$ cat src/rtl/alu_seq_acc.sv
// alu_seq_acc: registered ALU with an accumulator, an iterative shift-add
// multiplier and valid/ready handshakes on both sides. One op in flight.
//
// Ports
//   clk, rst              clock, asynchronous active-high reset
//   in_valid / in_ready   request handshake (in_ready only in IDLE)
//   op                    000 ADD 001 SUB 010 AND 011 OR 100 XOR
//                         101 SHL 110 SHR 111 MUL (unsigned)
//   acc_mode              take operand A from the accumulator instead of a
//   a, b                  operands; shifts use b[SHW-1:0]
//   acc_clr               synchronous accumulator clear (wins over load)
//   out_valid / out_ready result handshake (out_valid only in DONE)
//   result, zero, carry,  registered result and flags, held while DONE
//   neg, ovf
//   acc_out               accumulator register
//   busy                  multiplier iterating
module alu_seq_acc #(
    parameter  int WIDTH = 8,
    localparam int SHW   = $clog2(WIDTH)
) (
    input  logic             clk,
    input  logic             rst,
    input  logic             in_valid,
    output logic             in_ready,
    input  logic [2:0]       op,
    input  logic             acc_mode,
    input  logic [WIDTH-1:0] a,
    input  logic [WIDTH-1:0] b,
    input  logic             acc_clr,
    output logic             out_valid,
    input  logic             out_ready,
    output logic [WIDTH-1:0] result,
    output logic             zero,
    output logic             carry,
    output logic             neg,
    output logic             ovf,
    output logic [WIDTH-1:0] acc_out,
    output logic             busy
);

    localparam logic [2:0] OP_ADD = 3'b000;
    localparam logic [2:0] OP_SUB = 3'b001;
    localparam logic [2:0] OP_AND = 3'b010;
    localparam logic [2:0] OP_OR  = 3'b011;
    localparam logic [2:0] OP_XOR = 3'b100;
    localparam logic [2:0] OP_SHL = 3'b101;
    localparam logic [2:0] OP_SHR = 3'b110;
    localparam logic [2:0] OP_MUL = 3'b111;

    typedef enum logic [1:0] {S_IDLE, S_BUSY, S_DONE} state_t;

    state_t state_q, state_d;

    logic [WIDTH-1:0]   acc_q;
    logic [WIDTH-1:0]   res_q;
    logic               zero_q, carry_q, neg_q, ovf_q;
    logic [2*WIDTH-1:0] mcand_q;
    logic [WIDTH-1:0]   mplier_q;
    logic [2*WIDTH-1:0] prod_q;
    logic [SHW-1:0]     cnt_q;

    logic               accept;
    logic               mul_last;
    logic [WIDTH-1:0]   a_sel;
    logic [SHW-1:0]     sh;
    logic [WIDTH-1:0]   alu_res;
    logic               alu_c, alu_v;
    logic [2*WIDTH-1:0] prod_nxt;
    logic               fin_load;
    logic [WIDTH-1:0]   fin_res;
    logic               fin_c, fin_v;

    assign in_ready  = (state_q == S_IDLE);
    assign out_valid = (state_q == S_DONE);
    assign busy      = (state_q == S_BUSY);
    assign result    = res_q;
    assign zero      = zero_q;
    assign carry     = carry_q;
    assign neg       = neg_q;
    assign ovf       = ovf_q;
    assign acc_out   = acc_q;

    assign accept   = in_valid && in_ready;
    // The WIDTH-th iteration is the one that completes the product.
    assign mul_last = (state_q == S_BUSY) && (cnt_q == SHW'(WIDTH - 1));
    assign a_sel    = acc_mode ? acc_q : a;
    assign sh       = b[SHW-1:0];
    assign prod_nxt = prod_q + (mplier_q[0] ? mcand_q : '0);

    // Single-cycle ALU on the live inputs; only sampled on the accept edge.
    always_comb begin
        alu_res = '0;
        alu_c   = 1'b0;
        alu_v   = 1'b0;
        case (op)
            OP_ADD: begin
                {alu_c, alu_res} = {1'b0, a_sel} + {1'b0, b};
                alu_v = (a_sel[WIDTH-1] == b[WIDTH-1]) &&
                        (alu_res[WIDTH-1] != a_sel[WIDTH-1]);
            end
            OP_SUB: begin
                // Bit WIDTH of the extended difference is the borrow.
                {alu_c, alu_res} = {1'b0, a_sel} - {1'b0, b};
                alu_v = (a_sel[WIDTH-1] != b[WIDTH-1]) &&
                        (alu_res[WIDTH-1] != a_sel[WIDTH-1]);
            end
            OP_AND: alu_res = a_sel & b;
            OP_OR:  alu_res = a_sel | b;
            OP_XOR: alu_res = a_sel ^ b;
            // An extra guard bit catches the last bit shifted out; a zero
            // shift leaves it clear.
            OP_SHL: {alu_c, alu_res} = {1'b0, a_sel} << sh;
            OP_SHR: {alu_res, alu_c} = {a_sel, 1'b0} >> sh;
            default: ;
        endcase
    end

    // Value registered on the edge that enters DONE.
    always_comb begin
        fin_load = 1'b0;
        fin_res  = alu_res;
        fin_c    = alu_c;
        fin_v    = alu_v;
        if (mul_last) begin
            fin_load = 1'b1;
            fin_res  = prod_nxt[WIDTH-1:0];
            fin_c    = |prod_nxt[2*WIDTH-1:WIDTH];
            fin_v    = 1'b0;
        end else if (accept && op != OP_MUL) begin
            fin_load = 1'b1;
        end
    end

    always_ff @(posedge clk or posedge rst) begin
        if (rst) state_q <= S_IDLE;
        else     state_q <= state_d;
    end

    always_comb begin
        state_d = state_q;
        case (state_q)
            S_IDLE: if (accept)    state_d = (op == OP_MUL) ? S_BUSY : S_DONE;
            S_BUSY: if (mul_last)  state_d = S_DONE;
            S_DONE: if (out_ready) state_d = S_IDLE;
            default:               state_d = S_IDLE;
        endcase
    end

    always_ff @(posedge clk or posedge rst) begin
        if (rst) begin
            res_q    <= '0;
            zero_q   <= 1'b0;
            carry_q  <= 1'b0;
            neg_q    <= 1'b0;
            ovf_q    <= 1'b0;
            mcand_q  <= '0;
            mplier_q <= '0;
            prod_q   <= '0;
            cnt_q    <= '0;
        end else begin
            if (accept && op == OP_MUL) begin
                mcand_q  <= {{WIDTH{1'b0}}, a_sel};
                mplier_q <= b;
                prod_q   <= '0;
                cnt_q    <= '0;
            end
            if (state_q == S_BUSY) begin
                mcand_q  <= mcand_q << 1;
                mplier_q <= mplier_q >> 1;
                prod_q   <= prod_nxt;
                cnt_q    <= cnt_q + SHW'(1);
            end
            if (fin_load) begin
                res_q   <= fin_res;
                zero_q  <= (fin_res == '0);
                carry_q <= fin_c;
                neg_q   <= fin_res[WIDTH-1];
                ovf_q   <= fin_v;
            end
        end
    end

    always_ff @(posedge clk or posedge rst) begin
        if (rst)           acc_q <= '0;
        else if (acc_clr)  acc_q <= '0;
        else if (fin_load) acc_q <= fin_res;
    end

endmodule

$ cat config.mk
export PLATFORM = sky130hd
export DESIGN_NAME = alu_seq_acc
export DESIGN_NICKNAME = d
export VERILOG_FILES = /design/src/rtl/alu_seq_acc.sv
export SDC_FILE = /design/constraint.sdc
export NUM_CORES = 1
export LEC_CHECK = 0
export BUFFER_PORTS_ARGS = -buffer_cell sky130_fd_sc_hd__buf_2
export CAP_MARGIN = 20
export CORE_MARGIN = 2
export CORE_UTILIZATION = 30
export CTS_BUF_LIST = sky130_fd_sc_hd__clkbuf_4 sky130_fd_sc_hd__clkbuf_8 sky130_fd_sc_hd__clkbuf_16
export CTS_CLUSTER_DIAMETER = 120
export CTS_CLUSTER_SIZE = 25
export DETAILED_ROUTE_END_ITERATION = 10
export PLACE_DENSITY = 0.55
export SYNTH_ARGS = -nofsm -noshare
export SYNTH_HDL_FRONTEND = slang
export SYNTH_SLANG_ARGS = --single-unit
$ cat constraint.sdc
create_clock -name clk -period 6.7 [get_ports clk]
set_clock_uncertainty 0.1 [all_clocks]
set_input_delay 0.335 -clock clk [delete_from_list [all_inputs] [get_ports clk]]
set_output_delay 0.335 -clock clk [all_outputs]
set_load 0.05 [all_outputs]
==> out/qor.csv <==
metric;value;unit
die area;19400;um^2
core area;18000;um^2
H-tree levels;3;
Hold Path Origin;out_ready;
WHS Path Cells;3;
drt initial violations;314;
final hold slack;132;ps
Top FF cell, synth;dfrtp_1;
Crit. End Element;flip-flop;
initial antenna violation count;1;
cell count of the worst reg-to-reg path;10;
critical path fanouts, max;17;
reg2reg end;carry;
Tot Pwr;2.10;mW
drt drc;0;
post-synthesis register bit count;64;
syn avg cell area;8.47;um^2
Slew @ Worst Pin;871;ps
total CTS buffers;9;
register area share after synthesis;0.291;
VDD IR max;0.181;mV
Synthesized Nets;722;
ys async rst share;1.00;
Final Core Density;0.349;
GRT overflow;0;
YS warnings;0;
Cell Rows;49;
synthesized area;5500;um^2
CTS tree;done;
largest net degree at the start of global routing;65;
Total Neg Setup Slack;0;ps
via count;4988;
PwrDens;336;nW/um^2
Final ANT Viol Nets;0;
clk slew on worst S/H paths;60;ps
Detailed Routing Iterations Pass 1;4;
post-DR vias/cell;5.46;
clock tree sinks;64;
outcome;completed;
GP Congestion;0.931;
die height;139;um
RSZ-0062 raised after global routing;false;
Final Instance Area;6270;um^2
Slew Limit Fails;0;
vias in the first global route;4701;
register-to-register setup slack;3040;ps
Inst Count DP;898;
CP arrival;3760;ps
clock period minus worst slack;3660;ps
IO Port Bufs;47;
type of the tightest min-delay check;in2reg;
Post-synth EDFFs;0;
reg2reg start;mplier_q[0];
root buf cell;clkbuf_16;
Critical Path Start;mplier_q[0];
routed wire length;16.5;mm
crit share post-route;0.547;
Crit Path Class;reg2reg;
Hold Path End;state_q[1];
Ports;48;
Worst slew margin;0.418;
Clk Latency, worst-skew pair;340;ps
Cells after Synth;649;
CP required;6790;ps
Max clock buf depth;2;
initial core utilization;0.306;
final setup fails;0;
Total Routing Usage GR;0.172;
Die X;139;um
final setup margin;3040;ps
Post-CTS Hold Buffers;0;
pre-CTS setup slack;2740;ps
Final Instance Count excl. Fillers;914;
post-DR wirelength/cell;18.0;um
Post-CTS Setup Bufs;0;
DP HPWL;12.2;mm
maximum clock rate;273;MHz
post-synthesis cell type count;72;
global-route wire length before repair;26.6;mm
placed instance area;5920;um^2
share of post-route cells with drive strength above 1;0.146;
NumNets Final;753;
cts repair resizes;0;
Area Growth Syn to Fin;14.0;%
Leak;2.80;nW
type of origin of the critical path;flip-flop;
MaxCap Viol Count;0;
diode count;0;
endpoints failing hold;0;
[metal layers]
| metal | wire length (um) | vias up | global-route usage |
|---|---|---|---|
| met2 | 7640 | 106 | 0.266 |
| met5 | 13 | - | 0 |
| met1 | 7810 | 2431 | 0.243 |
| li1 | - | 2424 | - |
| met3 | 627 | 25 | 0.0286 |
| met4 | 385 | 2 | 0.0643 |
[synth_stat cells (4+ instances only)]
cell type,n,area share
nand2b_1,8,0.0091
a22o_1,5,0.0080
mux2i_2,5,0.013
nor4_1,4,0.0045
mux2i_1,18,0.033
a211oi_1,7,0.0096
a21oi_1,29,0.026
and3_1,5,0.0057
nor3b_1,4,0.0055
clkbuf_1,25,0.017
a31oi_1,5,0.0057
nor2_1,29,0.020
o221ai_1,6,0.0096
inv_1,17,0.012
or3_1,5,0.0057
nand2_1,115,0.078
xnor2_1,11,0.018
ha_1,45,0.10
dfrtp_1,64,0.29
o211ai_1,5,0.0068
o21a_1,4,0.0055
xor2_1,8,0.013
o21ai_0,60,0.055
a21o_1,4,0.0055
nor3_1,11,0.010
mux4_2,9,0.037
o21bai_1,7,0.0096
nand3b_1,7,0.0096
nand3_1,20,0.018
a31o_2,4,0.0064
inv_2,6,0.0041
a221oi_1,4,0.0064
a22oi_1,4,0.0055
and2_1,19,0.022
nor2b_1,9,0.010
[report_power, final]
group / switching (mW) / internal [mW] / leakage, nW
sequential: 0.107 / 0.528 / 0.835
combinational: 0.582 / 0.334 / 1.81
clock: 0.189 / 0.363 / 0.154
total: 0.878 / 1.23 / 2.80
[sequential cells by signal, summed over array words and instances (netlist names)]
register  cells
mplier_q      8
prod_q       16
cnt_q         3
mcand_q      16
state_q       2
ovf           1
acc_out       8
result        8
carry         1
zero          1
[worst max-delay path, stage by stage, from the launching register on]
cell,delay (ps)
dfrtp_1,530
and2_1,220
ha_1,220
fa_1,410
a21o_1,220
a31o_2,250
a221oi_1,440
o21bai_1,170
a2111o_1,440
nor4_1,360
o221ai_1,160
[placed cells by master, fill, tap and decap left out, drive strengths merged, types with 5 or more instances in the layout]
master / Yosys / layout
and2: 19 / 19
buf: 7 / 52
o21ai: 60 / 60
mux4: 11 / 11
nor2b: 9 / 9
nor3: 11 / 11
nand3b: 7 / 7
o21bai: 7 / 7
o211ai: 5 / 5
clkbuf: 25 / 9
nand3: 20 / 20
a211oi: 7 / 7
mux2i: 23 / 23
nand2: 115 / 115
dfrtp: 64 / 64
nor2: 29 / 29
o221ai: 6 / 6
a31oi: 6 / 6
and3: 5 / 5
a21oi: 29 / 29
a21o: 5 / 5
a22o: 5 / 5
ha: 45 / 45
or3: 5 / 5
inv: 23 / 23
xnor2: 11 / 11
xor2: 8 / 8
nand2b: 8 / 8
[cell families after synthesis]
logic type / share of synthesized area
AND/OR/NAND/NOR: 0.214
AO/OA/AOI/OAI: 0.214
flip-flops: 0.291
buffers and inverters: 0.0414
adder cells (fa/ha/maj): 0.113
multiplexers: 0.0958
XOR/XNOR: 0.0303
[how the worst max path moves through the flow]
stage / to
6_report: carry
4_1_cts: carry
2_1_floorplan: zero
3_3_place_gp: zero
3_5_place_dp: zero
5_1_grt: zero
[layout make-up]
cell class,instances,area [um^2]
fillers,1859,11700
well taps,229,287
clock inverters,7,120
multi-input cells,528,3670
inverters,25,93.8
flip-flops and latches,64,1600
repair buffers,52,273
clock buffers,9,225
(Power assumes the default switching activity.)
